===== src/rtl/stopwatch_fsm_ctrl_if.sv =====
// Switch/button inputs and display/status outputs of the stopwatch controller.
// The slave side is the controller; the master side is whatever drives the switches.
interface stopwatch_fsm_ctrl_if;
   logic       sw_run;
   logic       btn_clr;
   logic       btn_lap;
   logic       o_run_on;
   logic       o_clr_on;
   logic       o_lap_on;
   logic [1:0] o_state;
   logic [6:0] o_csec;
   logic [5:0] o_sec;
   logic [5:0] o_min;

   modport master (
      output sw_run, btn_clr, btn_lap,
      input  o_run_on, o_clr_on, o_lap_on, o_state, o_csec, o_sec, o_min
   );

   modport slave (
      input  sw_run, btn_clr, btn_lap,
      output o_run_on, o_clr_on, o_lap_on, o_state, o_csec, o_sec, o_min
   );
endinterface


===== src/rtl/stopwatch_fsm_ctrl.sv =====
// Stopwatch controller: Moore FSM (STOP/RUN/CLEAR/LAP), tick prescaler and min:sec.csec counter.
// Define STOPWATCH_LAP_EN to build the lap-freeze mode; without it LAP is unreachable.
module stopwatch_fsm_ctrl #(
   parameter int CLK_HZ  = 100_000_000,
   parameter int TICK_HZ = 100,
   parameter int MAX_MIN = 59
) (
   input logic                 clk,
   input logic                 reset,
   stopwatch_fsm_ctrl_if.slave bus
);

   localparam int              DIV      = CLK_HZ / TICK_HZ;
   localparam int              PW       = $clog2(DIV);
   localparam logic [PW-1:0]   PRE_LAST = PW'(DIV - 1);
   localparam logic [5:0]      MIN_LAST = 6'(MAX_MIN);

   typedef enum logic [1:0] {
      ST_STOP  = 2'b00,
      ST_RUN   = 2'b01,
      ST_CLEAR = 2'b10,
      ST_LAP   = 2'b11
   } state_e;

   state_e          state_q, state_d;
   logic            clr_q;
   logic            clr_rise;
   logic            counting;
   logic            tick;
   logic [PW-1:0]   pre_q, pre_d;
   logic [6:0]      csec_q, csec_d;
   logic [5:0]      sec_q, sec_d;
   logic [5:0]      min_q, min_d;
   logic [6:0]      disp_csec;
   logic [5:0]      disp_sec;
   logic [5:0]      disp_min;

   assign clr_rise = bus.btn_clr & ~clr_q;

`ifdef STOPWATCH_LAP_EN
   logic            lap_q;
   logic            lap_rise;
   logic [6:0]      lap_csec_q;
   logic [5:0]      lap_sec_q;
   logic [5:0]      lap_min_q;

   assign lap_rise = bus.btn_lap & ~lap_q;
   assign counting = (state_q == ST_RUN) || (state_q == ST_LAP);
`else
   logic            unused_btn_lap;

   assign unused_btn_lap = bus.btn_lap;
   assign counting       = (state_q == ST_RUN);
`endif

   assign tick = counting && (pre_q == PRE_LAST);

   // ---------------------------------------------------------------- FSM
   always_ff @(posedge clk or posedge reset) begin
      if (reset) begin
         state_q <= ST_STOP;
      end else begin
         state_q <= state_d;
      end
   end

   always_comb begin
      state_d = state_q;
      case (state_q)
         ST_STOP: begin
            if (bus.sw_run) begin
               state_d = ST_RUN;
            end else if (clr_rise) begin
               state_d = ST_CLEAR;
            end
         end
         ST_RUN: begin
            if (!bus.sw_run) begin
               state_d = ST_STOP;
`ifdef STOPWATCH_LAP_EN
            end else if (lap_rise) begin
               state_d = ST_LAP;
`endif
            end
         end
         ST_CLEAR: begin
            state_d = ST_STOP;
         end
         ST_LAP: begin
`ifdef STOPWATCH_LAP_EN
            if (!bus.sw_run) begin
               state_d = ST_STOP;
            end else if (lap_rise) begin
               state_d = ST_RUN;
            end
`else
            // Code 11 is only reachable by an upset in this build; recover to STOP.
            state_d = ST_STOP;
`endif
         end
         default: begin
            state_d = ST_STOP;
         end
      endcase
   end

   // ---------------------------------------------------------- datapath
   always_comb begin
      pre_d  = pre_q;
      csec_d = csec_q;
      sec_d  = sec_q;
      min_d  = min_q;
      if (state_q == ST_CLEAR) begin
         pre_d  = '0;
         csec_d = '0;
         sec_d  = '0;
         min_d  = '0;
      end else if (counting) begin
         if (tick) begin
            pre_d = '0;
            // Cascaded carry: csec 99 -> sec, sec 59 -> min, min MAX_MIN -> 0.
            if (csec_q == 7'd99) begin
               csec_d = '0;
               if (sec_q == 6'd59) begin
                  sec_d = '0;
                  if (min_q == MIN_LAST) begin
                     min_d = '0;
                  end else begin
                     min_d = min_q + 6'd1;
                  end
               end else begin
                  sec_d = sec_q + 6'd1;
               end
            end else begin
               csec_d = csec_q + 7'd1;
            end
         end else begin
            pre_d = pre_q + 1'b1;
         end
      end
   end

   always_ff @(posedge clk or posedge reset) begin
      if (reset) begin
         clr_q  <= 1'b0;
         pre_q  <= '0;
         csec_q <= '0;
         sec_q  <= '0;
         min_q  <= '0;
      end else begin
         clr_q  <= bus.btn_clr;
         pre_q  <= pre_d;
         csec_q <= csec_d;
         sec_q  <= sec_d;
         min_q  <= min_d;
      end
   end

`ifdef STOPWATCH_LAP_EN
   // Lap snapshot takes the pre-increment count even when a tick lands on the same edge.
   always_ff @(posedge clk or posedge reset) begin
      if (reset) begin
         lap_q      <= 1'b0;
         lap_csec_q <= '0;
         lap_sec_q  <= '0;
         lap_min_q  <= '0;
      end else begin
         lap_q <= bus.btn_lap;
         if (state_q == ST_CLEAR) begin
            lap_csec_q <= '0;
            lap_sec_q  <= '0;
            lap_min_q  <= '0;
         end else if ((state_q == ST_RUN) && (state_d == ST_LAP)) begin
            lap_csec_q <= csec_q;
            lap_sec_q  <= sec_q;
            lap_min_q  <= min_q;
         end
      end
   end
`endif

   // ------------------------------------------------------------ outputs
   always_comb begin
      disp_csec = csec_q;
      disp_sec  = sec_q;
      disp_min  = min_q;
`ifdef STOPWATCH_LAP_EN
      if (state_q == ST_LAP) begin
         disp_csec = lap_csec_q;
         disp_sec  = lap_sec_q;
         disp_min  = lap_min_q;
      end
`endif
   end

   assign bus.o_state  = state_q;
   assign bus.o_clr_on = (state_q == ST_CLEAR);
`ifdef STOPWATCH_LAP_EN
   assign bus.o_run_on = (state_q == ST_RUN) || (state_q == ST_LAP);
   assign bus.o_lap_on = (state_q == ST_LAP);
`else
   assign bus.o_run_on = (state_q == ST_RUN);
   assign bus.o_lap_on = 1'b0;
`endif
   assign bus.o_csec   = disp_csec;
   assign bus.o_sec    = disp_sec;
   assign bus.o_min    = disp_min;

endmodule


===== src/flat_wrapper.sv =====
// flat-port wrapper written by rule: the top's interface ports become plain ports
module stopwatch_fsm_ctrl_flat 
#(
   parameter int CLK_HZ  = 100_000_000,
   parameter int TICK_HZ = 100,
   parameter int MAX_MIN = 59
)
  (clk, reset, bus_sw_run, bus_btn_clr, bus_btn_lap, bus_o_run_on, bus_o_clr_on, bus_o_lap_on, bus_o_state, bus_o_csec, bus_o_sec, bus_o_min);
  stopwatch_fsm_ctrl_if bus_i ();
  input logic clk;
  input logic reset;
  input wire logic [$bits(bus_i.sw_run)-1:0] bus_sw_run;
  input wire logic [$bits(bus_i.btn_clr)-1:0] bus_btn_clr;
  input wire logic [$bits(bus_i.btn_lap)-1:0] bus_btn_lap;
  output wire logic [$bits(bus_i.o_run_on)-1:0] bus_o_run_on;
  output wire logic [$bits(bus_i.o_clr_on)-1:0] bus_o_clr_on;
  output wire logic [$bits(bus_i.o_lap_on)-1:0] bus_o_lap_on;
  output wire logic [$bits(bus_i.o_state)-1:0] bus_o_state;
  output wire logic [$bits(bus_i.o_csec)-1:0] bus_o_csec;
  output wire logic [$bits(bus_i.o_sec)-1:0] bus_o_sec;
  output wire logic [$bits(bus_i.o_min)-1:0] bus_o_min;
  assign bus_i.sw_run = bus_sw_run;
  assign bus_i.btn_clr = bus_btn_clr;
  assign bus_i.btn_lap = bus_btn_lap;
  assign bus_o_run_on = bus_i.o_run_on;
  assign bus_o_clr_on = bus_i.o_clr_on;
  assign bus_o_lap_on = bus_i.o_lap_on;
  assign bus_o_state = bus_i.o_state;
  assign bus_o_csec = bus_i.o_csec;
  assign bus_o_sec = bus_i.o_sec;
  assign bus_o_min = bus_i.o_min;
  stopwatch_fsm_ctrl #(.CLK_HZ(CLK_HZ), .TICK_HZ(TICK_HZ), .MAX_MIN(MAX_MIN)) u_core (.clk(clk), .reset(reset), .bus(bus_i));
endmodule

===== config.mk =====
export PLATFORM = sky130hd
export DESIGN_NAME = stopwatch_fsm_ctrl_flat
export DESIGN_NICKNAME = d
export VERILOG_FILES = /design/src/rtl/stopwatch_fsm_ctrl_if.sv /design/src/rtl/stopwatch_fsm_ctrl.sv /design/src/flat_wrapper.sv
export SDC_FILE = /design/constraint.sdc
export NUM_CORES = 1
export LEC_CHECK = 0
export CAP_MARGIN = 40
export CORE_UTILIZATION = 59
export DETAILED_ROUTE_END_ITERATION = 16
export PLACE_DENSITY = 0.8
export SETUP_SLACK_MARGIN = 0.4
export SYNTH_ARGS = -nofsm -noshare
export SYNTH_HDL_FRONTEND = slang
export SYNTH_SLANG_ARGS = --single-unit

===== constraint.sdc =====
create_clock -name clk -period 5 [get_ports clk]
set_input_delay 1.5 -clock clk [delete_from_list [all_inputs] [get_ports clk]]
set_output_delay 1.5 -clock clk [all_outputs]
set_load 0.03 [all_outputs]

# After elaboration in Yosys (flattened, before gate mapping)
# Index checks and enable logic that the tools add are counted.
[word_totals]
input_bits = 5
word_cells = 54
ff_bits = 42
out_inout_bits = 24
[classes]
add_sub_neg = 4
muxes = 22
n_eq_ne = 9
bitwise = 2
n_reduce_logical = 11
[ops]
columns = ["operator", "n"]
rows = [
  ["$mux W6", 11],
  ["$mux W20", 3],
  ["$mux W7", 4],
  ["$add A20 B1 Y20 const B", 1],
  ["$eq A20 B20 Y1 const B", 1],
  ["$add A6 B1 Y6 const B", 2],
  ["$eq A6 B6 Y1 const B", 2],
  ["$reduce_bool A2 Y1", 4],
  ["$add A7 B1 Y7 const B", 1],
  ["$eq A7 B7 Y1 const B", 1],
  ["$mux W2", 3],
  ["$pmux W2 S3", 1],
  ["$eq A2 B2 Y1 const B", 2],
  ["$reduce_and A2 Y1", 2],
  ["$reduce_and A4 Y1", 1],
  ["$ne A3 B2 Y1 const B", 1],
  ["$reduce_and A3 Y1", 1],
  ["$eq A2 B1 Y1 const B", 1],
  ["$logic_not A2 Y1", 1],
  ["$ne A2 B2 Y1 const B", 1],
  ["$reduce_or A2 Y1", 1],
  ["$and A1 B1 Y1", 1],
  ["$logic_and A1 B1 Y1", 1],
  ["$not A1 Y1", 1],
]

# Logic depth before layout (Yosys ltp)
[depth]
ltp_word = 7
depth_mapped = 9
ltp_nobuf = 7

# Worst setup path after synthesis
# Ideal clock, no wire load.
[synth_timing]
path_type = "reg2out"
start = "register u_core.state_q[0] (netlist: u_core.bus.o_state[0])"
end = "output port bus_o_clr_on"
arrival_ns = 1.088
required_time_ns = 3.500
stages_incl_launch_ff = 3
slack_ns = 2.412
n_path_buf = 0
cell_sequence = "dfrtp_1 inv_1 ha_1"
[synth_between]
elab_chain_cells = 1
[synth_rtl]
columns = ["item", "line", "source"]
rows = [
  ["from (decl)", "stopwatch_fsm_ctrl.sv:25", "state_e state_q, state_d;"],
  ["from (signal assigned)", "stopwatch_fsm_ctrl.sv:63", "state_q <= state_d;"],
  ["$eq A2 B2 Y1", "stopwatch_fsm_ctrl.sv:197", "assign bus.o_clr_on = (state_q == ST_CLEAR);"],
  ["to (decl)", "flat_wrapper.sv:16", "output wire logic [$bits(bus_i.o_clr_on)-1:0] bus_o_clr_on;"],
]
# No other way between the ends.

# Worst setup path after layout
# Ends and elaborated chain as after synthesis.

==> reports/results.txt <==
outcome -> complete, no violations
Initial Util -> 61.74%
Post-CTS Resized -> 0
Clock Pin Slew Worst Setup and Hold Paths -> 0.08 ns
Routed Antenna Nets -> 0
drt drc -> 0
clk_lat worst skew -> 0.29 ns
floorplan row count -> 22
synthesized area per cell -> 9.773 µm²
min Tclk post-route -> 3.659 ns
Setup CP Type -> register to primary output
count of input and output buffers -> 26
MaxCap Viol Count -> 0
CTS tree -> done
initial drt markers -> 159
Layout area overhead -> 16.59%
sum of negative setup slack -> 0 ns
Period Utilization, post-route -> 73.18%
max_slew headroom -> 41.60%
area of the mapped netlist -> 2277 µm²
final instance area -> 2655 µm²
total CTS buffers -> 5
Die ar. -> 4112 µm²
simple logic cell fraction of the synthesized area -> 23.79%
DRT Pass-1 Iters -> 4
sequential share of the synthesized area -> 46.15%
leakage power -> 1.130 nW
Synth Instances -> 233
required time worst endpoint -> 3.50 ns
syn nets -> 245
share of post-route cells with drive strength above 1 -> 7.663%
routed length per instance -> 14.46 µm
total wire length -> 4468 µm
synthesized flop and latch total -> 42
vias in the first global route -> 1773
CP Launch Type -> register
post-synthesis xor/xnor area fraction -> 5.769%
Fillers -> 302
top cells by area, synth -> dfrtp_1, ha_1, xor2_1, nor2_1, nand3_1
Final #Nets -> 272
cell at the root of the clock tree -> clkbuf_8
power per cell area -> 349.4 nW/µm²
Hold Vio Cnt, Final -> 0
Yosys top cell by area -> dfrtp_1
area fraction of the dominant cell type after synthesis -> 46.15%
main flop type after synthesis -> dfrtp_1
fin. max-slew vios -> 0
Placed Cells -> 301
hold path depth -> 1
dpl cell area -> 2564 µm²
htree depth -> 2
Max Clk Rate -> 273.3 MHz
DR vias -> 1829
chip height -> 64.13 µm
Netlist cell types -> 52
Synthesis Warnings -> 0
Critical Path Fanout Max -> 16
Hold Path Class -> register to register
global route overflow -> 0
largest net degree at the start of global routing -> 43
n_diodes -> 0
largest family of logic cells by synthesized area -> simple AND/OR/NAND/NOR gates
chip width -> 64.13 µm
VDD IR max -> 199.4 µV
Vias/cell -> 5.919
clk_skew -> 0.006014 ns
HPWL after DPL -> 3125 µm
cts hold-fix bufs -> 0
actual slew at the worst max-slew pin -> 0.8681 ns
Synth Area in Adders -> 3.846%
first-pass GRT wire length -> 7893 µm
endpoint class of the critical path -> primary output
total power -> 0.9278 mW
EDFF count, synth -> 0
core area -> 3689 µm²
final setup vio count -> 0
setup bufs post-CTS -> 0
Bufs on Longest Clock Path -> 2
initial antenna violation count -> 0
total track usage -> 24.52%
# IOs -> 29
final RePlAce weighted congestion -> 0.8509
clock sinks -> 42
unrepaired setup endpoints after global routing -> false
R2R cell count -> 7
multiplexer share of the synthesized area -> 0.4396%
Data arrival, critical path -> 2.16 ns
Post-Layout Cell Count -> 309
post-synthesis compound-gate area fraction -> 16.54%
commonest non-fill, non-tap cell in the layout -> dfrtp_1
leading cell types in the layout, fill and taps excluded -> dfrtp_1, clkdlybuf4s50_1, nor2_1, nand2_1, nand3_1
Synth async-reset ratio -> 100.0%
-- area by class of cell --
type                       count  area (µm²)  share of cell area (%)
multi-input combinational    175        1151                   43.36
clock buffer                   7       86.33                   3.252
tap                           48       60.06                   2.262
sequential                    42        1051                   39.59
timing repair buffer          27       267.8                   10.08
inverter                       9       33.78                   1.272
clock inverter                 1       5.005                  0.1885
-- power breakdown --
group	internal, mW	leakage, nW	total, mW	switching [mW]
sequential	0.377	0.569	0.422	0.0449
combinational	0.106	0.512	0.286	0.180
clock	0.111	0.0482	0.220	0.108
total	0.594	1.13	0.928	0.333
-- stage by stage --
step / util (%) / hold WS [ns] / worst slack (ns)
2_1_floorplan: - / 0.4966 / 2.412
3_3_place_gp: 69.50 / 0.5100 / 1.673
3_5_place_dp: 69.50 / 0.5152 / 1.654
4_1_cts: 71.98 / 0.5282 / 1.334
5_1_grt: 71.98 / 0.5657 / 1.232
6_report: 71.98 / 0.5283 / 1.341
-- path summary, 6_finish.rpt --
path / start / endpoint / slack (ns)
hold reg to reg: u_core.bus.o_min[5] / u_core.bus.o_min[5] / 0.53
setup reg to reg: u_core.bus.o_state[1] / u_core.bus.o_sec[4] / 2.06
setup / recovery: u_core.bus.o_state[0] / bus_o_clr_on / 1.34
hold / removal: u_core.bus.o_min[5] / u_core.bus.o_min[5] / 0.53
min in group asynchronous: reset / u_core.bus.o_min[4] / 1.62
max in group asynchronous: reset / u_core.pre_q[5] / 2.99
-- logic make-up (layout without fill, tap and decap cells) --
kind of cell	Yosys count	after routing
xor gates and xnor gates	15	15
buffers and inverters	16	44
AOI/OAI and AO/OA	53	53
muxes	1	1
adders and majority gates	7	7
DFF	42	42
other	1	1
and+or+nand+nor	98	98
-- critical path: stages (launching register included) --
cell and delay [ns]:
dfrtp_1 0.40, inv_1 0.10, ha_1 0.58, clkdlybuf4s50_1 0.79
-- registers in the layout, indices dropped and copies added (netlist names) --
| signal | count |
|---|---|
| u_core.pre_q | 20 |
| u_core.bus.o_csec | 7 |
| u_core.bus.o_min | 6 |
| u_core.bus.o_sec | 6 |
| u_core.bus.o_state | 2 |
| u_core.clr_q | 1 |
-- cells in the mapped netlist, types with 2 or more instances --
cell and count:
a31oi_1 2, and4_1 3, ha_1 7, a22o_1 3
xor2_1 10, buf_2 3, nand2_1 17, xnor2_1 5
nor2b_1 4, nor3_1 2, o22ai_1 3, inv_1 8
a32o_1 2, o41ai_1 2, nand3_1 17, o21ai_0 16
clkbuf_1 2, nor4_1 5, nor2_1 23, a21oi_1 5
and4b_1 2, a41o_1 2, nand4_1 4, and2_1 2
nand2b_1 5, o31ai_1 10, dfrtp_1 42, and3_1 3
-- metal layers --
| layer | GRT usage [%] | up-vias | part of all wire, % |
|---|---|---|---|
| li1 | - | 908 | - |
| met1 | 29.65 | 886 | 47 |
| met2 | 43.35 | 28 | 49 |
| met3 | 5.179 | 7 | 2.9 |
| met4 | 8.056 | 0 | 1.1 |
| met5 | 0 | - | 0 |
Power figures use the tool's default switching activity.
==> RTL edit 1 (config.mk and constraints unchanged) <==
`TICK_HZ` is set to 100 in 2 places; all go to 50.
--- a/src/rtl/stopwatch_fsm_ctrl.sv
+++ b/src/rtl/stopwatch_fsm_ctrl.sv
@@ -2,7 +2,7 @@
 // Define STOPWATCH_LAP_EN to build the lap-freeze mode; without it LAP is unreachable.
 module stopwatch_fsm_ctrl #(
    parameter int CLK_HZ  = 100_000_000,
-   parameter int TICK_HZ = 100,
+   parameter int TICK_HZ = 50,
    parameter int MAX_MIN = 59
 ) (
    input logic                 clk,
--- a/src/flat_wrapper.sv
+++ b/src/flat_wrapper.sv
@@ -2,7 +2,7 @@
 module stopwatch_fsm_ctrl_flat 
 #(
    parameter int CLK_HZ  = 100_000_000,
-   parameter int TICK_HZ = 100,
+   parameter int TICK_HZ = 50,
    parameter int MAX_MIN = 59
 )
   (clk, reset, bus_sw_run, bus_btn_clr, bus_btn_lap, bus_o_run_on, bus_o_clr_on, bus_o_lap_on, bus_o_state, bus_o_csec, bus_o_sec, bus_o_min);
Check against the original RTL: same outputs for any inputs over 10 cycles, from zero or initial values and one cycle with reset high; that may be too few to reach the edited logic, so the function may still have changed.
==> RTL edit 1 against the unedited design <==
Largest power group unchanged; cell count grew 8.7%; sequential cell count increased by 1; power decreased by 3.4%; critical path type unchanged; setup slack improved by 0.24 ns; clock skew is 0.0034 ns higher; clock power grew 8%; area after synthesis rose by 6.5%; final area up 6.4%; sequential power decreased by 3%; count of clock-buffer cells in the layout is 1 higher; via count grew 9.7%; routed wire length up 9.7%.
==> RTL edit 1: results <==
set metrics [dict create \
    finalClockSkew_ns 0.00945 \
    crit_family "buffers and inverters" \
    drive_gt1_frac 0.0660 \
    hold_path_class "reg -> reg" \
    slew_headroom 0.546 \
    synth.cells.most_frequent "dfrtp_1 (43), nor2_1 (33), nand2_1 (24), nand3_1 (15), o21ai_0 (14)" \
    drc 0 \
    routed_wl_microns 4900 \
    max-clock-path-buffers 2 \
    portBuffers 26 \
    grt_max_degree 44 \
    largest_reg_flops 21 \
    post_cts_buffers 0 \
    place.gp.congestion 0.824 \
    globalRouteMet1Util 0.311 \
    cts_root_buf "clkbuf_8" \
    cts_htree_levels 2 \
    met2_usage 0.441 \
    antenna_found_initial 0 \
    p_sw_uw 313 \
    hpwl_microns 3380 \
    grt_pass1_vias 1920 \
    crit_slowest_cell "clkdlybuf4s50_1" \
    yosysWarnings 0 \
    drt_iter0_markers 126 \
    avgViaCountPerCell 5.97 \
    n_antenna_cell 0 \
    hold_viol 0 \
    regMostFlops "u_core.pre_q" \
    seq_area_frac_synth 0.444 \
    grt_pass1_wl_microns 8440 \
    tritoncts.num_buffers 5 \
    yosysUniqueCellTypes 55 \
    first_pass_iters 4 \
    worstPathArrival_ns 1.92 \
    postCtsResizedCells 0 \
    place_ws_ns 1.90 \
    clk_latency_ns 0.29 \
    synthArstFlopShare 1.00 \
    yosys-top-cells-area "dfrtp_1 (44%), nor2_1 (5.1%), xor2_1 (4.0%)" \
    syn-num-nets 271 \
    p_leak_uw 0.00126 \
    met3_usage 0.0569 \
    nets 299 \
    clk_pin_slew_ns 0.08 \
    slowest_delay_ns 0.72 \
    status "finished, final reports clean" \
    grtUsageTotal 0.252 \
    crit_fanout 22 \
    peakVddDrop_uv 227 \
    cap_violations 0 \
]
-- RTL edit 1: changes by cell type after synthesis, sizes merged, moves of 3 or more --
cell	before	now
o31ai	10	0
nand4	4	10
a211oi	0	3
nor2	23	34
and3	4	7
nand3	18	15
a21o	0	6
nor3	3	8
a21oi	6	3
nand2	17	24
a22o	3	0
-- RTL edit 1: routing by layer --
layer,share of wire,wire [microns]
met4,0.0084,41
met3,0.041,203
met1,0.45,2190
met2,0.50,2460
met5,0,0
-- RTL edit 1: area by class of cell --
type / count / area [sq um]
inverter: 10 / 37.5
multi-input combinational: 199 / 1270
tap: 48 / 60.1
clock buffer: 8 / 100
timing repair buffer: 28 / 275
sequential: 43 / 1080
fill: 285 / 975
-- RTL edit 1: final timing paths --
| check | from | to | slack [ns] | cells after the start |
|---|---|---|---|---|
| setup / recovery | u_core.bus.o_state[0] | bus_o_clr_on | 1.58 | 4 |
| hold / removal | u_core.pre_q[0] | u_core.pre_q[0] | 0.52 | 1 |
| setup reg to reg | u_core.bus.o_state[1] | u_core.pre_q[13] | 2.35 | 7 |
| hold reg to reg | u_core.pre_q[0] | u_core.pre_q[0] | 0.52 | 1 |
| max in group asynchronous | reset | u_core.pre_q[3] | 2.98 | 3 |
| min in group asynchronous | reset | u_core.bus.o_csec[5] | 1.64 | 3 |
-- RTL edit 1: worst register-to-register path: stages, from the launching register on --
cell	delay (ns)
dfrtp_1	0.40
inv_1	0.10
ha_1	0.64
nand4_1	0.32
nor3_1	0.64
and3_1	0.26
xnor2_1	0.11
nor2_1	0.05
-- RTL edit 1: per-stage QoR --
| step | utilization | std cells | instance area (sq um) | hold WS (ns) | total power (uW) |
|---|---|---|---|---|---|
| after floorplan | - | 259 | 2420 | 0.477 | 594 |
| after global placement | 0.717 | 328 | 2720 | 0.503 | 659 |
| after detailed placement | 0.717 | 328 | 2720 | 0.512 | 661 |
| after CTS | 0.743 | 336 | 2820 | 0.524 | 900 |
| after global routing | 0.743 | 336 | 2820 | 0.551 | 949 |
| final | 0.743 | 336 | 2820 | 0.521 | 896 |
-- RTL edit 1: power by group through the flow --
stage	Combinational (uW)	Sequential [uW]	Clock [uW]
floorplan	174	420	0
global route	273	414	262
detailed placement	245	416	0
finish	249	409	237
CTS	248	409	243
global placement	244	414	0
-- RTL edit 1: kinds of logic after synthesis --
logic type	after synthesis	share of synthesized area
AND/OR/NAND/NOR	124	0.280
adder cells (fa/ha/maj)	7	0.0361
buffers and inverters	17	0.0304
other	1	0.00155
flip-flops	43	0.444
AO/OA/AOI/OAI	47	0.135
XOR/XNOR	18	0.0650
multiplexers	2	0.00826
==> RTL edit 2 (same flow settings) <==
Without the edit above. Add a define of `STOPWATCH_LAP_EN`.
--- a/src/rtl/stopwatch_fsm_ctrl.sv
+++ b/src/rtl/stopwatch_fsm_ctrl.sv
@@ -1,5 +1,7 @@
 // Stopwatch controller: Moore FSM (STOP/RUN/CLEAR/LAP), tick prescaler and min:sec.csec counter.
 // Define STOPWATCH_LAP_EN to build the lap-freeze mode; without it LAP is unreachable.
+`define STOPWATCH_LAP_EN
+
 module stopwatch_fsm_ctrl #(
    parameter int CLK_HZ  = 100_000_000,
    parameter int TICK_HZ = 100,
Check against the original RTL: not equivalent (a bounded check fails within 4 cycles, from zero or initial values and one cycle with reset high).
==> RTL edit 2 against the unedited design <==
Area after synthesis is 49% higher; critical path depth stayed put; global-route usage is 2.2 points higher; final area is 49% higher; count of clock-buffer cells in the layout is 6 higher; sequential cell count is 20 higher; combinational power is 68% lower; power is 21% higher; clock skew is 0.0013 ns higher; routed wire length is 60% higher; setup slack worse by 0.61 ns; sequential power is 29% higher; hold slack worse by 0.014 ns; largest cell class unchanged; largest power group unchanged; highest routed layer unchanged.
==> RTL edit 2: results <==
set metrics [dict create \
    sequentialPowerShare 0.487 \
    hold-path-cell-count 1 \
    worst-r2r-setup-slack_ns 2.83 \
    drt_iter0_markers 119 \
    setup_ws_ns 0.731 \
    max-clock-path-buffers 2 \
    globalRouteMet1Util 0.328 \
    r2r_end "u_core.pre_q[19]" \
    syn_to_final_growth_pct 16.8 \
    met3_length_microns 208 \
    cts_htree_levels 3 \
    nets 388 \
    syn-num-nets 362 \
    grt_max_degree 39 \
    hold_slack_ns 0.515 \
    synth.cells.most_frequent "dfrtp_1 (62), nand2_1 (60), o21ai_0 (31), mux2_2 (20), nand3_1 (19)" \
    crit_family "simple AND/OR/NAND/NOR gates" \
    p_sw_frac 0.251 \
    clk_latency_ns 0.35 \
    place_ws_ns 1.10 \
    p_comb_frac 0.082 \
    hpwl_microns 4780 \
    grtUsageTotal 0.267 \
    status "finished, final reports clean" \
    hold_start "u_core.pre_q[12]" \
    crit_fanout 20 \
    worstPathArrival_ns 2.77 \
    finalClockSkew_ns 0.00735 \
    slowest_delay_ns 0.67 \
    crit_slowest_cell "nand2_1" \
    met2_usage 0.457 \
    vias 2725 \
    portBuffers 28 \
    nFillCells 403 \
    critical_path.endpoint "bus_o_sec[1]" \
    grt_pass1_wl_microns 12600 \
    placed_cell_area_sq_um 3740 \
    r2r_start "u_core.pre_q[0]" \
    routed_wl_microns 7140 \
    p_leak_uw 0.00176 \
    hold_path_end "u_core.pre_q[12]" \
    drt-met1-wl_microns 3210 \
    syn_inst 353 \
    post-place-cells 440 \
    drive_gt1_frac 0.148 \
    peakVddDrop_uv 234 \
    yosys-top-cells-area "dfrtp_1 (46%), mux2_2 (6.7%), nand2_1 (6.7%)" \
    met3_usage 0.0471 \
    critPathLaunch "u_core.bus.o_state[0]" \
    final_cells 456 \
    wl_met2_microns 3570 \
    place.gp.congestion 0.764 \
]
[RTL edit 2: cell count changes after synthesis, moves of 6 or more]
cell	delta
a21oi_1	+6
a31oi_1	+7
and3_1	+6
clkbuf_1	+11
dfrtp_1	+20
mux2_2	+20
mux2i_1	+6
nand2_1	+43
nor2_1	-6
o21ai_0	+15
o31ai_1	-6
xor2_1	-8
[RTL edit 2: cell families after synthesis]
logic type,Yosys count,synth area share
xor gates and xnor gates,5,0.0129
and+or+nand+nor,150,0.242
adders and majority gates,4,0.0148
muxes,29,0.0939
AOI/OAI and AO/OA,78,0.145
DFF,62,0.458
buffers and inverters,25,0.0333
[RTL edit 2: layout make-up]
type / instances / area share
multi-input cells: 266 / 0.437
flip-flops and latches: 62 / 0.392
repair buffers: 34 / 0.0873
clock buffers: 13 / 0.0452
well taps: 72 / 0.0228
clock inverters: 3 / 0.0101
inverters: 6 / 0.00569
